$ cat src/rtl/eth_pkg.sv
// Shared types and constants for the Ethernet receive ring.
package eth_pkg;

  typedef enum logic [1:0] {IDLE, RECV, DROP, COMMIT} rx_ring_state_e;

  localparam logic [47:0] ETH_BCAST     = 48'hFFFF_FFFF_FFFF;
  localparam logic [23:0] ETH_MCAST_OUI = 24'h01005E;

  // Widest length field over the legal BUF_BYTES range (4096 -> 13 bits).
  localparam int LEN_MAX_W = 13;

  typedef struct packed {
    logic                 err;
    logic                 trunc;
    logic [LEN_MAX_W-1:0] len;
  } rx_len_entry_t;

endpackage

$ cat src/rtl/eth_rx_addr_filter.sv
// Destination MAC acceptance: own address, broadcast, IPv4 multicast or promiscuous.
module eth_rx_addr_filter
  import eth_pkg::*;
(
  input  logic [47:0] dest_i,
  input  logic [47:0] mac_addr_i,
  input  logic        promisc_i,
  output logic        match_o
);

  assign match_o = promisc_i
                 | (dest_i == mac_addr_i)
                 | (dest_i == ETH_BCAST)
                 | (dest_i[47:24] == ETH_MCAST_OUI);

endmodule

$ cat src/rtl/eth_rx_ring.sv
// Receive-buffer ring controller: steers frames into NBUF packet-RAM slots.
// Build option ETH_RX_ERR_DROP_EN: reject and count frames ending with rx_tuser.
module eth_rx_ring
  import eth_pkg::*;
#(
  parameter int NBUF      = 8,
  parameter int BUF_BYTES = 2048,
  parameter int LEN_W     = $clog2(BUF_BYTES) + 1,
  parameter int DROP_W    = 16
) (
  input  logic                              msoc_clk,
  input  logic                              rst_int_n,
  input  logic [7:0]                        rx_tdata,
  input  logic                              rx_tvalid,
  input  logic                              rx_tlast,
  input  logic                              rx_tuser,
  input  logic [47:0]                       mac_addr,
  input  logic                              promiscuous,
  input  logic                              irq_en,
  input  logic [$clog2(NBUF):0]             irq_thresh,
  input  logic                              cons_we,
  input  logic [$clog2(NBUF):0]             cons_wdata,
  input  logic [$clog2(NBUF)-1:0]           len_idx,
  output logic [LEN_W+1:0]                  len_rdata,
  output logic                              ram_we,
  output logic [$clog2(NBUF*BUF_BYTES)-1:0] ram_waddr,
  output logic [7:0]                        ram_wdata,
  output logic [$clog2(NBUF):0]             prod_idx,
  output logic [$clog2(NBUF):0]             cons_idx,
  output logic [$clog2(NBUF):0]             pending,
  output logic [DROP_W-1:0]                 drop_cnt,
  output logic                              irq
);

  localparam int SW = $clog2(NBUF);
  localparam int IW = SW + 1;
  localparam int OW = $clog2(BUF_BYTES);
  localparam int AW = SW + OW;

`ifdef ETH_RX_ERR_DROP_EN
  localparam bit ERR_DROP = 1'b1;
`else
  localparam bit ERR_DROP = 1'b0;
`endif

  rx_ring_state_e    state_q;
  logic [LEN_W-1:0]  off_q;
  logic [47:0]       dest_q;
  logic              trunc_q;
  logic [SW-1:0]     slot_q;
  rx_len_entry_t     commit_q;
  logic [IW-1:0]     prod_q, cons_q;
  logic [DROP_W-1:0] drop_q;
  logic              irq_q;
  logic              ram_we_q;
  logic [AW-1:0]     ram_waddr_q;
  logic [7:0]        ram_wdata_q;
  logic [LEN_W+1:0]  len_mem_q [NBUF];

  logic [IW-1:0]     prod_d, cons_d, pend_cur, pend_post, cons_delta, thr;
  logic [LEN_W-1:0]  off_inc;
  logic [47:0]       dest_nxt;
  logic [DROP_W-1:0] drop_inc;
  logic              full, at_trunc, len_ok, match;

  assign pend_cur   = prod_q - cons_q;
  assign cons_delta = cons_wdata - cons_q;

  // Consumer may only retire slots the producer has already filled.
  always_comb begin
    cons_d = cons_q;
    if (cons_we && (cons_delta <= pend_cur)) cons_d = cons_wdata;
  end

  assign prod_d    = (state_q == COMMIT) ? prod_q + IW'(1) : prod_q;
  assign pend_post = prod_d - cons_d;
  assign full      = (pend_post == IW'(NBUF));
  assign thr       = (irq_thresh == '0) ? IW'(1) : irq_thresh;

  assign off_inc   = (&off_q) ? off_q : off_q + LEN_W'(1);
  assign at_trunc  = (off_q >= LEN_W'(BUF_BYTES));
  assign len_ok    = (off_inc >= LEN_W'(6));
  assign dest_nxt  = (off_q < LEN_W'(6)) ? {dest_q[39:0], rx_tdata} : dest_q;
  assign drop_inc  = (&drop_q) ? drop_q : drop_q + DROP_W'(1);

  eth_rx_addr_filter u_filt (
    .dest_i     (dest_nxt),
    .mac_addr_i (mac_addr),
    .promisc_i  (promiscuous),
    .match_o    (match)
  );

  always_ff @(posedge msoc_clk) begin
    if (!rst_int_n) begin
      state_q     <= IDLE;
      off_q       <= '0;
      dest_q      <= '0;
      trunc_q     <= 1'b0;
      slot_q      <= '0;
      commit_q    <= '0;
      prod_q      <= '0;
      cons_q      <= '0;
      drop_q      <= '0;
      irq_q       <= 1'b0;
      ram_we_q    <= 1'b0;
      ram_waddr_q <= '0;
      ram_wdata_q <= '0;
    end else begin
      prod_q   <= prod_d;
      cons_q   <= cons_d;
      irq_q    <= irq_en & (pend_post >= thr);
      ram_we_q <= 1'b0;
      case (state_q)
        // COMMIT doubles as IDLE so a back-to-back frame is not lost.
        IDLE, COMMIT: begin
          state_q <= IDLE;
          if (rx_tvalid) begin
            if (full) begin
              if (rx_tlast) drop_q  <= drop_inc;
              else          state_q <= DROP;
            end else begin
              ram_we_q    <= 1'b1;
              ram_waddr_q <= {prod_d[SW-1:0], {OW{1'b0}}};
              ram_wdata_q <= rx_tdata;
              slot_q      <= prod_d[SW-1:0];
              off_q       <= LEN_W'(1);
              dest_q      <= {40'h0, rx_tdata};
              trunc_q     <= 1'b0;
              if (!rx_tlast) state_q <= RECV;
            end
          end
        end
        RECV: begin
          if (rx_tvalid) begin
            if (!at_trunc) begin
              ram_we_q    <= 1'b1;
              ram_waddr_q <= {slot_q, off_q[OW-1:0]};
              ram_wdata_q <= rx_tdata;
            end
            off_q   <= off_inc;
            dest_q  <= dest_nxt;
            trunc_q <= trunc_q | at_trunc;
            if (rx_tlast) begin
              state_q <= IDLE;
              if (ERR_DROP && rx_tuser) begin
                drop_q <= drop_inc;
              end else if (len_ok && match) begin
                state_q        <= COMMIT;
                commit_q.err   <= rx_tuser;
                commit_q.trunc <= trunc_q | at_trunc;
                commit_q.len   <= LEN_MAX_W'(off_inc);
              end
            end
          end
        end
        DROP: begin
          if (rx_tvalid && rx_tlast) begin
            drop_q  <= drop_inc;
            state_q <= IDLE;
          end
        end
        default: state_q <= IDLE;
      endcase
    end
  end

  // Length table is not reset; entries are valid once committed.
  always_ff @(posedge msoc_clk) begin
    if (rst_int_n && state_q == COMMIT)
      len_mem_q[prod_q[SW-1:0]] <= {commit_q.err, commit_q.trunc, commit_q.len[LEN_W-1:0]};
  end

  assign len_rdata = len_mem_q[len_idx];
  assign ram_we    = ram_we_q;
  assign ram_waddr = ram_waddr_q;
  assign ram_wdata = ram_wdata_q;
  assign prod_idx  = prod_q;
  assign cons_idx  = cons_q;
  assign pending   = pend_cur;
  assign drop_cnt  = drop_q;
  assign irq       = irq_q;

endmodule

$ cat config.mk
export PLATFORM = sky130hd
export DESIGN_NAME = eth_rx_ring
export DESIGN_NICKNAME = d
export VERILOG_FILES = /design/src/rtl/eth_pkg.sv /design/src/rtl/eth_rx_addr_filter.sv /design/src/rtl/eth_rx_ring.sv
export SDC_FILE = /design/constraint.sdc
export NUM_CORES = 1
export LEC_CHECK = 0
export BUFFER_PORTS_ARGS = -buffer_cell sky130_fd_sc_hd__buf_4
export CAP_MARGIN = 20
export CORE_MARGIN = 3
export CORE_UTILIZATION = 30
export DETAILED_ROUTE_END_ITERATION = 10
export SLEW_MARGIN = 20
export SYNTH_ARGS = -nofsm -noshare
export SYNTH_HDL_FRONTEND = slang
export SYNTH_SLANG_ARGS = --single-unit
$ cat constraint.sdc
create_clock -name msoc_clk -period 5.3 [get_ports msoc_clk]
set_clock_uncertainty 0.15 [all_clocks]
set_input_delay 1.06 -clock msoc_clk [delete_from_list [all_inputs] [get_ports msoc_clk]]
set_output_delay 1.06 -clock msoc_clk [all_outputs]
set_load 0.01 [all_outputs]
; ---- Yosys cells after proc, flatten, opt, wreduce, memory -nomap -nowiden
; Memories as Yosys holds them, arrays and structs flattened.
; Index checks and enable logic that the tools add are counted.
[op_classes]
addsub = 6
n_lt_le_gt_ge = 5
n_eq_ne = 15
muxes = 49
bitwise_logic = 6
reduce_logical = 17
[op_table]
columns = op, n
row1 = $mux 48, 4
row2 = $pmux 48 s2, 1
row3 = $mux 16, 5
row4 = $mux 14, 4
row5 = $eq 48x48->1, 1
row6 = $eq 48x48->1 const B, 1
row7 = $mux 12, 4
row8 = $mux 8, 4
row9 = $pmux 16 s2, 1
row10 = $pmux 14 s2, 1
row11 = $eq 24x17->1 const B, 1
row12 = $pmux 12 s2, 1
row13 = $add 16x1->16 const B, 1
row14 = $ne 2x2->1 const B, 8
row15 = $pmux 8 s2, 1
row16 = $reduce_and 16->1, 1
row17 = $mux 2, 7
row18 = $add 12x1->12 const B, 1
row19 = $ge 12x12->1 const B, 1
row20 = $ge 12x3->1 const B, 1
row21 = $lt 12x3->1 const B, 1
row22 = $mux 4, 3
row23 = $reduce_and 12->1, 1
row24 = $sub 4x4->4, 3
row25 = other kinds (20), 41
[totals]
reg_bits = 128
mem_bits_rw = 112
in_bits = 75
wordCells = 114
n_memories = 1
[memory_table]
columns = memory, words, word_bits, read_ports, rd_clocked_by_memory_dff, wr, line
row1 = len_mem_q, 8, 14, 1, 0, 1, eth_rx_ring.sv:58  ; logic [LEN_W+1:0] len_mem_q [NBUF];

; ---- Depth between registers and ports, before layout
; Gate-level depths: netlist of the first run.
[depth]
word_depth = 11
ltp_mapped = 23
ltp_nobuf = 21

; ---- Cells and area by module
; Synthesis of the first run repeated with hierarchy kept, for this count alone.
[hier_totals]
cells_unflattened = 981
hier_area_um2 = 11581.1
[by_module_without_submodules]
columns = mod, instances, cells_per_inst, area_per_inst_um2, seq_area_each_um2
row1 = eth_rx_ring, 1, 892, 10891.7, 5925.7
row2 = eth_rx_addr_filter, 1, 89, 689.4, 0.0

; ---- Worst setup path before layout of the first run
; No wires, ideal clock.
[synth_timing]
path_type = in2reg
from = input port cons_wdata[0]
to = register dest_q[39]
setup_ns = 0.117
arrival_ns = 5.281
required_ns = 5.033
path_slack_ns = -0.248
cell_stages = 20
n_path_buf = 2
cell_sequence = inv_1 -> ha_1 -> inv_1 -> fa_1 -> xor2_1 -> ha_1 -> a21o_1 -> a221o_1 -> a21o_1 -> o21ai_0 -> ha_1 -> o21ai_1 -> a221o_1 -> and4_4 -> or4_4 -> buf_6 -> a31oi_4 -> a21oi_1 -> buf_2 -> a22o_1
[synth_between]
elab_chain_len = 8
[synth_lines]
columns = item, line
row1 = "start, declared", eth_rx_ring.sv:22  ; input logic [$clog2(NBUF):0] cons_wdata,
row2 = $sub 4x4->4, eth_rx_ring.sv:67  ; assign cons_delta = cons_wdata - cons_q;
row3 = $le 4x4->1, eth_rx_ring.sv:72  ; if (cons_we && (cons_delta <= pend_cur)) cons_d = cons_wdata;
row4 = $logic_and 1x1->1, eth_rx_ring.sv:72
row5 = $mux 4 (*), eth_rx_ring.sv:72
row6 = net cons_d[0], eth_rx_ring.sv:60  ; logic [IW-1:0] prod_d, cons_d, pend_cur, pend_post, cons_delta, thr;
row7 = $sub 4x4->4 (*), eth_rx_ring.sv:76  ; assign pend_post = prod_d - cons_d;
row8 = $eq 4x4->1 (*), eth_rx_ring.sv:77  ; assign full = (pend_post == IW'(NBUF));
row9 = $ne 2x2->1 (no line) (*), n/a
row10 = $reduce_and 4->1 (no line) (*), n/a
row11 = "end signal, assigned", eth_rx_ring.sv:127  ; dest_q <= {40'h0, rx_tdata};
row12 = "end signal, assigned", eth_rx_ring.sv:141  ; dest_q <= dest_nxt;
row13 = "end, declared", eth_rx_ring.sv:48  ; logic [47:0] dest_q;
; Mark *: on every way through the listed nets, which the timed path passes. The rest lies on a longest branch.
; A chain may end at the register's enable or synchronous reset.

; ---- Final worst setup path of the first run
[layout_timing]
from = input port cons_wdata[0]
to = register dest_q[46]
; Same word-level chain as after synthesis.

==> results of run 1 <==
-- sequential cells by signal, summed over array words and instances, names as in the netlist --
name	flops
commit_q	14
cons_idx	4
dest_q	48
drop_cnt	16
irq	1
len_mem_q	112
off_q	12
prod_idx	4
ram_waddr	14
ram_wdata	8
ram_we	1
slot_q	3
state_q	2
trunc_q	1
-- layer usage --
| layer | global-route usage, % | wire, um | up-vias | share of wire, % |
|---|---|---|---|---|
| li1 | - | - | 4505 | - |
| met1 | 24.2 | 17300 | 4656 | 47 |
| met2 | 24.8 | 16400 | 326 | 45 |
| met3 | 2.28 | 2130 | 66 | 5.8 |
| met4 | 4.78 | 1000 | 0 | 2.7 |
| met5 | 0 | 0 | - | 0 |
-- cells in the mapped netlist (4+ instances only) --
| cell type | number |
|---|---|
| a2111oi_0 | 8 |
| a211oi_1 | 9 |
| a21o_1 | 12 |
| a21oi_1 | 60 |
| a221o_1 | 7 |
| a222oi_1 | 4 |
| a22o_1 | 49 |
| and2_1 | 10 |
| and3_1 | 13 |
| and4_1 | 7 |
| buf_2 | 17 |
| buf_6 | 7 |
| clkbuf_1 | 41 |
| dfxtp_1 | 128 |
| edfxtp_1 | 112 |
| ha_1 | 22 |
| inv_1 | 60 |
| mux2_2 | 19 |
| mux2i_1 | 33 |
| mux4_2 | 28 |
| nand2_1 | 72 |
| nand2b_1 | 25 |
| nand3_1 | 38 |
| nand4_1 | 32 |
| nor2_1 | 21 |
| nor2b_1 | 23 |
| nor3_1 | 16 |
| nor4_1 | 26 |
| o2111ai_1 | 4 |
| o211ai_1 | 8 |
| o21ai_0 | 41 |
| o221ai_1 | 5 |
| o22ai_1 | 13 |
| o31ai_1 | 12 |
| or4_1 | 8 |
| xnor2_1 | 39 |
| xor2_1 | 20 |
-- metrics by stage --
step	util, %	instances	setup WS [ns]
after CTS	37.3	1792	0.174
after floorplan	-	1110	-0.135
after global placement	35.0	1740	-0.297
after detailed placement	35.0	1740	-0.382
after global routing	37.7	1796	0.00184
final	37.7	1796	0.164
-- kinds of logic after synthesis --
| group | Yosys count | share of synthesized area [%] |
|---|---|---|
| XOR/XNOR | 60 | 4.43 |
| flip-flops | 240 | 48.6 |
| buffers and inverters | 132 | 4.78 |
| AO/OA/AOI/OAI | 266 | 15.8 |
| multiplexers | 81 | 9.75 |
| AND/OR/NAND/NOR | 307 | 14.0 |
| adder cells (fa/ha/maj) | 24 | 2.59 |
-- power groups by stage --
| stage | combinational (uW) | sequential, uW | clock, uW |
|---|---|---|---|
| 3_3_place_gp | 1360 | 2170 | 0 |
| 4_1_cts | 1390 | 2140 | 1990 |
| 3_5_place_dp | 1380 | 2170 | 0 |
| 6_report | 1440 | 2140 | 1940 |
| 5_1_grt | 1590 | 2150 | 2070 |
| 2_1_floorplan | 858 | 2150 | 0 |
-- layout make-up --
class	instances	area [um^2]	area share [%]
clock inverter	11	116	0.773
tap	525	657	4.37
multi-input combinational	738	5810	38.6
inverter	60	238	1.58
sequential	240	5930	39.4
timing repair buffer	181	1480	9.82
clock buffer	41	821	5.46
-- final timing paths --
path	to	slack (ns)	depth (start not counted)
worst max-delay path	dest_q[46]$_SDFFE_PN0P_	0.16	22
worst min-delay path	ram_waddr[0]$_SDFFE_PN0P_	0.33	2
worst max register to register	dest_q[46]$_SDFFE_PN0P_	0.30	20
worst min register to register	ram_waddr[0]$_SDFFE_PN0P_	0.33	2
-- worst max-delay path, delay by kind of cell --
kind,cells,cell delay (ns)
simple gates,3,0.86
xor+xnor,1,0.15
compound gates,9,1.70
fa+ha+maj,4,0.99
buf+inv,5,0.64
-- timing repair --
item | 4_1_cts | 5_1_grt
endpoints found under the setup margin | 0 | 95
hold buffers | 0 | 0
setup buffers | 0 | 1
resized for setup | 0 | 10
==> impl_metrics.csv, run 1 <==
group,metric,value,unit
power,leakage,0.00569,uW
die,rows,73,
power,p_clk_share,35.2,%
power,pwr_density_cell,367,nW/um^2
detailed_routing,vias,9553,
worst_setup_path,critPathCaptureType,"register",
cells_and_area,fillCellCount,3861,
logic_synthesis,yosysUniqueCellTypes,79,
logic_synthesis,syn-num-nets,1209,
die,core_area,39900,um^2
timing,setup_tns,0,ns
logic_synthesis,synth_area_leaders,"edfxtp_1 28%, dfxtp_1 21%, mux4_2 5.2%",
cts,cts_tree,"yes",
run,cap_violations,0,
logic_synthesis,yosys_warnings,0,
cts,clk_latency,0.55,ns
cells_and_area,diodes,0,
global_routing,grt_pass1_wl,56900,um
placed_design,placed_cell_area,14000,um^2
logic_synthesis,synth_area,12200,um^2
detailed_routing,via_per_inst,5.32,
worst_setup_path,crit_required,5.58,ns
power,swShare,30.5,%
timing,period_needed,5.14,ns
timing,fmax,195,MHz
global_routing,grt_remaining_overflow,0,
die,die_x,208,um
power,combPwrFrac,26.1,%
placed_design,port_buffers,140,
cells_and_area,final_nets,1348,
worst_setup_path,path_max_fanout,20,
die,die_area,43100,um^2
timing,maxSlewHeadroom,30.9,%
worst_setup_path,critPathSlowestCell,"or4_4",
detailed_routing,ant_nets,0,
logic_synthesis,synth_ff_type,"dfxtp_1",
timing,finalCritPeriodShare,96.9,%
cells_and_area,drive_gt1_share,24.7,%
timing,tightest_slew,1.04,ns
cells_and_area,final_common_cell,"buf_4",
worst_setup_path,arrival,5.41,ns
cts,cts-htree-levels,1,
cts,cts.sink_count,240,
cts,ctsLongestPathBuffers,3,
detailed_routing,routedWlPerCell,20.5,um
global_routing,grt_usage,16.3,%
logic_synthesis,syn_area_per_cell,11.0,um^2
global_routing,antenna_found_initial,0,
min_path,min_path_type,"register to register",
detailed_routing,drt_iter0_markers,753,
cts,clockRootBuffer,"clkbuf_16",
die,initial_utilization,30.5,%
global_routing,grt_pass1_vias,9584,
detailed_routing,wl,36800,um
worst_setup_path,start_kind,"input port",
power,fin_total_pwr,5520,uW
logic_synthesis,synth_top_cell_area_share,27.6,%
cts,clkTransAtPathRegs,0.06,ns
logic_synthesis,async_flop_share,0,%
placed_design,gp_congestion,0.929,
timing,rsz0062_at_grt,"false",
global_routing,grt_max_degree,48,
run_status,status,"completed",
power,irDropWorstVdd,290,uV
power,p_seq_share,38.7,%
die,io_pins,141,
timing,timing.hold.ws,0.330,ns
timing,report.final.slew_viol_count,0,
worst_setup_path,path_cells,"buf_4 -> inv_12 -> ha_4 -> inv_2 -> fa_2 -> xor2_1 -> ha_1 -> a21o_1 -> a221o_1 -> a21o_1 -> buf_4 -> nand2_1 -> o21ai_2 -> ha_4 -> a21oi_1 -> o221ai_1 -> and4_1 -> or4_4 -> a31oi_4 -> a21oi_4 -> clkbuf_16 -> a22o_1",
power,power.switching,1690,uW
cells_and_area,area_growth,23.5,%
power,intPower,3830,uW
cells_and_area,finalInstanceArea,15000,um^2
timing,hold_viol_final,0,
logic_synthesis,ys_ff_latch,240,
worst_setup_path,reg2reg_from,"prod_idx[0]$_SDFF_PN0_",
logic_synthesis,synth_top_area_cell,"edfxtp_1",
worst_setup_path,critPathLaunch,"cons_wdata[0]",
worst_setup_path,crit_path_max_incr_delay,0.56,ns
detailed_routing,drtPass1Iterations,6,
placed_design,dpl.hpwl,25400,um
detailed_routing,drcViolationCount,0,
min_path,hold_start,"ram_waddr[0]$_SDFFE_PN0P_",
timing,setup_viol,0,
cells_and_area,final_cell_mix,"172 x buf_4, 128 x dfxtp_1, 112 x edfxtp_1",
logic_synthesis,ys_seq_area_share,48.6,%
logic_synthesis,syn_inst,1110,
cts,cts_made_buffers,28,
die,dieHeight,208,um
logic_synthesis,synth_edf_count,112,
worst_setup_path,critical_path_class,"input port to register",
Power figures use the tool's default switching activity.
==> inputs of run 2 (changes only) <==
Settings changed: SYNTH_HIERARCHICAL set to 1.
==> run 2 against run 1 <==
  * Utilization down 0.45 points
  * Flip-flop and latch count unchanged
  * Area after synthesis down 5.0%
  * Via count down 14%
  * Synthesized cell count down 12%
  * Total power up 19%
  * Register-to-register slack better by 0.26 ns
  * Combinational power up 91%
  * Hold slack worse by 0.028 ns
  * Highest routed layer unchanged
==> impl_metrics.csv, run 2 <==
group,metric,value,unit
run_status,status,"completed",
cts,cts_made_buffers,26,
worst_setup_path,critPathCaptureType,"register",
logic_synthesis,async_flop_share,0,%
die,dieHeight,202,um
cells_and_area,largest_reg_flops,112,
cts,cts_tree,"yes",
logic_synthesis,yosys_warnings,6,
logic_synthesis,synthAdderAreaFrac,3.11,%
global_routing,grt_pass1_vias,8072,
cts,cts-htree-levels,1,
logic_synthesis,ys_seq_area_share,51.2,%
cells_and_area,final_cell_mix,"170 x buf_4, 128 x dfxtp_1, 112 x edfxtp_1",
logic_synthesis,synth_compound_area_share,10.5,%
detailed_routing,routedWlPerCell,17.6,um
die,io_pins,141,
logic_synthesis,synth_xor_xnor_area_share,4.92,%
placed_design,dp_slack,-0.0291,ns
timing,tightest_slew,0.951,ns
timing,maxSlewHeadroom,36.5,%
worst_setup_path,critical_path_class,"input port to register",
logic_synthesis,ys_ff_latch,240,
timing,finalCritPeriodShare,90.8,%
die,core_area,37800,um^2
logic_synthesis,synth_ff_type,"dfxtp_1",
cts,clkTransAtPathRegs,0.06,ns
logic_synthesis,synth_top_cell_area_share,29.0,%
placed_design,dpl.hpwl,20200,um
global_routing,grt_usage,13.8,%
detailed_routing,drtPass1Iterations,5,
detailed_routing,wl,29100,um
global_routing,grt_remaining_overflow,0,
logic_synthesis,synthMuxAreaShare,13.9,%
cts,post-cts-setup-buffer-count,0,
cts,ctsLongestPathBuffers,3,
worst_setup_path,path_max_fanout,40,
logic_synthesis,synth.most_common_cell,"dfxtp_1",
worst_setup_path,path_cells,"buf_4 -> inv_1 -> ha_1 -> inv_1 -> fa_1 -> ha_1 -> nor2b_1 -> o211a_1 -> o21ai_0 -> nand2_1 -> buf_4 -> mux2i_1 -> ha_1 -> a21oi_1 -> xnor2_1 -> xor2_1 -> inv_2 -> buf_4 -> a31oi_4 -> buf_12 -> a22o_1",
timing,hold_viol_final,0,
die,die_x,202,um
logic_synthesis,yosysUniqueCellTypes,78,
cts,cts.sink_count,240,
logic_synthesis,synth_top_family_by_area,"multiplexers",
logic_synthesis,netlist_top_cells_count,"128 x dfxtp_1, 112 x edfxtp_1, 101 x nand2_1",
global_routing,grt_pass1_wl,45800,um
logic_synthesis,synth_area_leaders,"edfxtp_1 29%, dfxtp_1 22%, mux2_2 6.0%",
worst_setup_path,crit_required,5.62,ns
logic_synthesis,syn_area_per_cell,11.8,um^2
timing,fmax,208,MHz
cts,clockRootBuffer,"clkbuf_16",
logic_synthesis,synth_simple_gate_area_share,12.5,%
cells_and_area,area_growth,21.7,%
worst_setup_path,start_kind,"input port",
global_routing,antenna_found_initial,0,
timing,report.final.slew_viol_count,0,
worst_setup_path,critPathBufInv,7,
worst_setup_path,crit_path_max_incr_delay,0.44,ns
worst_setup_path,arrival,5.13,ns
detailed_routing,ant_nets,0,
detailed_routing,via_per_inst,4.95,
worst_setup_path,critPathSlowestCell,"fa_1",
worst_setup_path,critPathTopFamily,"adder cells",
power,leakage,0.00556,uW
min_path,min_path_type,"register to register",
cts,cts_resized,0,
cts,postCtsHoldBufs,0,
timing,fin_ws,0.485,ns
logic_synthesis,synth_edf_count,112,
cells_and_area,final_nets,1228,
placed_design,port_buffers,140,
die,die_area,41000,um^2
run,cap_violations,0,
detailed_routing,drt_iter0_markers,674,
die,initial_utilization,30.6,%
timing,setup_tns,0,ns
timing,setup_viol,0,
logic_synthesis,syn-num-nets,1083,
cells_and_area,final_common_cell,"buf_4",
placed_design,gp_congestion,0.871,
detailed_routing,drcViolationCount,0,
die,rows,71,
logic_synthesis,synth_top_area_cell,"edfxtp_1",
logic_synthesis,synth_area,11600,um^2
power,irDropWorstVdd,371,uV
timing,period_needed,4.81,ns
global_routing,grt_max_degree,52,
cells_and_area,drive_gt1_share,29.7,%
detailed_routing,vias,8186,
cts,clk_latency,0.52,ns
timing,rsz0062_at_grt,"false",
power,pwr_density_cell,466,nW/um^2
logic_synthesis,syn_inst,981,
cells_and_area,diodes,0,
## run 2: report_power, final
group	switching, uW	leakage (uW)	internal [uW]	total (uW)
Combinational	1540	0.00293	1220	2750
Clock	692	0.000385	988	1680
Sequential	97.9	0.00225	2030	2130
## run 2: path summary, 6_finish.rpt
path | startpoint | end | slack [ns] | cells after the start
setup / recovery | cons_wdata[0] | dest_q[41]$_SDFFE_PN0P_ | 0.49 | 21
hold / removal | ram_waddr[8]$_SDFFE_PN0P_ | ram_waddr[8]$_SDFFE_PN0P_ | 0.30 | 2
setup reg to reg | cons_idx[1]$_SDFF_PN0_ | dest_q[41]$_SDFFE_PN0P_ | 0.56 | 21
hold reg to reg | ram_waddr[8]$_SDFFE_PN0P_ | ram_waddr[8]$_SDFFE_PN0P_ | 0.30 | 2
## run 2: layout make-up
cell class | count | area [um^2]
Clock buffer | 43 | 776
Inverter | 27 | 101
Tap cell | 511 | 639
Clock inverter | 3 | 13.8
Multi-Input combinational cell | 655 | 5240
Fill cell | 3735 | 23700
Sequential cell | 240 | 5930
Timing Repair Buffer | 176 | 1400
## run 2: stage by stage
stage                     power (uW)  cells  instance area, um^2  hold slack, ns  utilization, %
final                           6560   1655                14100           0.302            37.2
after detailed placement        4930   1609                13300           0.291            35.2
after global placement          4890   1609                13300           0.289            35.2
after floorplan                 3780    981                11600           0.283               -
after global routing            6970   1655                14100           0.329            37.2
after CTS                       6630   1655                14100           0.305            37.2
## run 2: tightest hold or removal path, stage by stage, from the launching register on
cell     delay (ns)
dfxtp_1        0.31
nand2_1        0.06
o21ai_1        0.05
## run 2: per-layer routing
metal | global-route usage (%) | routed length (um) | vias to the layer above
met4 | 3.34 | 681 | 0
li1 | - | - | 3959
met3 | 3.51 | 2000 | 41
met1 | 19.6 | 13400 | 3961
met2 | 21.2 | 13000 | 225
met5 | 0 | 0 | -
## run 2: kinds of logic after synthesis
logic type,Yosys count
adders and majority gates,27
muxes,117
and+or+nand+nor,276
buffers and inverters,86
AOI/OAI and AO/OA,170
DFF,240
xor gates and xnor gates,65
==> inputs of run 3 (changes only) <==
--- a/config.mk
+++ b/config.mk
@@ -12,2 +12,3 @@
 export DETAILED_ROUTE_END_ITERATION = 10
+export HOLD_SLACK_MARGIN = 0.06
 export SLEW_MARGIN = 20
==> constraint.sdc (replaced) <==
create_clock -name msoc_clk -period 5.3 [get_ports msoc_clk]
set_clock_uncertainty 0.15 [all_clocks]
set_input_delay 0.53 -clock msoc_clk [delete_from_list [all_inputs] [get_ports msoc_clk]]
set_output_delay 0.53 -clock msoc_clk [all_outputs]
set_load 0.01 [all_outputs]
==> run 3 against run 2 <==
  * Design area shrank 1.0%
  * Hold slack worse by 0.17 ns
  * Sequential share of layout area increased by 0.44 points
  * Via count down 0.92%
  * Count of clock-buffer cells in the layout down 10
  * Routed wire length down 1.9%
  * Non-clock buffer count down 16
  * Flip-flop and latch count unchanged
  * Combinational power is 12% lower
  * Critical path depth fell by 1
  * Clock power shrank 2%
  * Sequential power hardly changed
  * Critical endpoint is now dest_q[12]$_SDFFE_PN0P_
  * Highest routed layer unchanged
==> impl_metrics.csv, run 3 (synthesis gave the netlist of run 2 again) <==
group,metric,value,unit
run_status,status,"completed",
cells_and_area,diodes,0,
detailed_routing,drt_iter0_markers,593,
min_path,min_path_type,"input port to register",
cts,clk_latency,0.53,ns
die,initial_utilization,30.6,%
timing,setup_viol,0,
die,rows,71,
detailed_routing,routedWlPerCell,17.4,um
cts,clkTransAtPathRegs,0.06,ns
worst_setup_path,crit_required,5.61,ns
cts,cts_made_buffers,26,
cells_and_area,area_growth,20.4,%
cells_and_area,final_common_cell,"buf_4",
timing,period_needed,4.87,ns
run,cap_violations,0,
cts,cts-htree-levels,1,
power,irDropWorstVdd,469,uV
worst_setup_path,start_kind,"register",
cts,cts.sink_count,240,
detailed_routing,drtPass1Iterations,5,
die,io_pins,141,
cells_and_area,fillCellCount,3742,
power,leakage,0.00546,uW
die,die_x,202,um
worst_setup_path,arrival,5.18,ns
timing,tightest_slew,0.923,ns
detailed_routing,via_per_inst,4.94,
cells_and_area,largest_reg_flops,112,
placed_design,port_buffers,140,
global_routing,grt_pass1_vias,7999,
timing,fmax,205,MHz
detailed_routing,vias,8111,
timing,maxSlewHeadroom,38.4,%
worst_setup_path,crit_path_max_incr_delay,0.43,ns
worst_setup_path,critical_path_class,"register to register",
timing,report.final.slew_viol_count,0,
placed_design,dpl.hpwl,20000,um
cts,cts_tree,"yes",
detailed_routing,drcViolationCount,0,
global_routing,grt_max_degree,51,
power,fin_total_pwr,6200,uW
global_routing,grt_pass1_wl,45000,um
global_routing,antenna_found_initial,0,
worst_setup_path,path_max_fanout,40,
placed_design,gp_congestion,0.882,
global_routing,grt_remaining_overflow,0,
die,dieHeight,202,um
cts,clockRootBuffer,"clkbuf_16",
timing,rsz0062_at_grt,"false",
power,pwr_density_cell,444,nW/um^2
cts,ctsLongestPathBuffers,3,
timing,finalCritPeriodShare,91.9,%
worst_setup_path,critPathBufInv,3,
cells_and_area,final_cell_mix,"155 x buf_4, 128 x dfxtp_1, 112 x edfxtp_1",
die,die_area,41000,um^2
timing,hold_viol_final,0,
detailed_routing,wl,28500,um
worst_setup_path,critPathCaptureType,"register",
timing,setup_tns,0,ns
cells_and_area,drive_gt1_share,29.1,%
worst_setup_path,critPathSlowestCell,"dfxtp_1",
cells_and_area,final_nets,1212,
global_routing,grt_usage,13.5,%
worst_setup_path,path_cells,"inv_1 -> ha_1 -> nor2b_1 -> o21ai_0 -> nand2b_1 -> xor2_1 -> ha_1 -> nand4_1 -> o21ai_0 -> nand2_1 -> mux2i_1 -> ha_1 -> a21o_1 -> a21oi_1 -> xnor2_1 -> xor2_2 -> inv_2 -> a31oi_4 -> buf_12 -> a22o_1",
worst_setup_path,crit_top_cell,"ha_1",
detailed_routing,ant_nets,0,
worst_setup_path,critPathTopFamily,"compound AO/OA/AOI/OAI gates",
die,core_area,37800,um^2
==> run 3: cell type report <==
class	instances	area, um^2	share of cell area (%)
Timing Repair Buffer	160	1250	8.99
Clock inverter	15	70.1	0.502
Multi-Input combinational cell	655	5260	37.7
Tap cell	511	639	4.58
Sequential cell	240	5930	42.5
Inverter	27	101	0.727
Clock buffer	33	698	5.01
==> run 3: worst reg2reg max path, delay by kind of cell, from the launching register on <==
family / cells / cell delay (ns)
xor gates and xnor gates: 3 / 0.68
muxes: 1 / 0.26
adders and majority gates: 3 / 0.88
buffers and inverters: 3 / 0.61
DFF: 1 / 0.43
and+or+nand+nor: 4 / 0.59
AOI/OAI and AO/OA: 6 / 1.18
==> run 3: final timing paths <==
check	startpoint	end	slack (ns)	depth (start not counted)
worst max-delay path	cons_idx[1]$_SDFF_PN0_	dest_q[12]$_SDFFE_PN0P_	0.43	20
worst max register to register	cons_idx[1]$_SDFF_PN0_	dest_q[12]$_SDFFE_PN0P_	0.43	20
worst min register to register	ram_waddr[6]$_SDFFE_PN0P_	ram_waddr[6]$_SDFFE_PN0P_	0.30	2
worst min-delay path	rx_tuser	commit_q[14]$_SDFFE_PN0P_	0.13	3
==> run 3: timing repair <==
action | CTS | global route
hold buffers | 1 | 0
endpoints found under the hold margin | 1 | 0
setup endpoints to repair | 0 | 71
gates resized for setup | 0 | 3
buffers inserted | 0 | 3
==> run 3: metal layers <==
layer / share of wire, % / vias up / GRT usage, %
met5: 0 / - / 0
li1: - / 3935 / -
met2: 45 / 249 / 20.9
met1: 46 / 3893 / 19.1
met4: 1.7 / 0 / 3.24
met3: 7.6 / 34 / 3.42
==> run 3: metrics by stage <==
stage	instances	utilization, %	worst slack (ns)	instance area [um^2]	hold slack [ns]
after global routing	1641	36.9	0.0471	13900	0.128
after detailed placement	1589	34.7	0.124	13100	0.296
after global placement	1589	34.7	0.160	13100	0.289
after floorplan	981	-	0.477	11600	0.283
final	1641	36.9	0.431	13900	0.129
after CTS	1638	36.8	0.187	13900	0.102
==> run 3: power breakdown <==
part           switching [uW]  total [uW]  internal [uW]
logic                    1480        2430            949
registers                98.4        2130           2030
clock network             718        1640            925
total                    2290        6200           3910
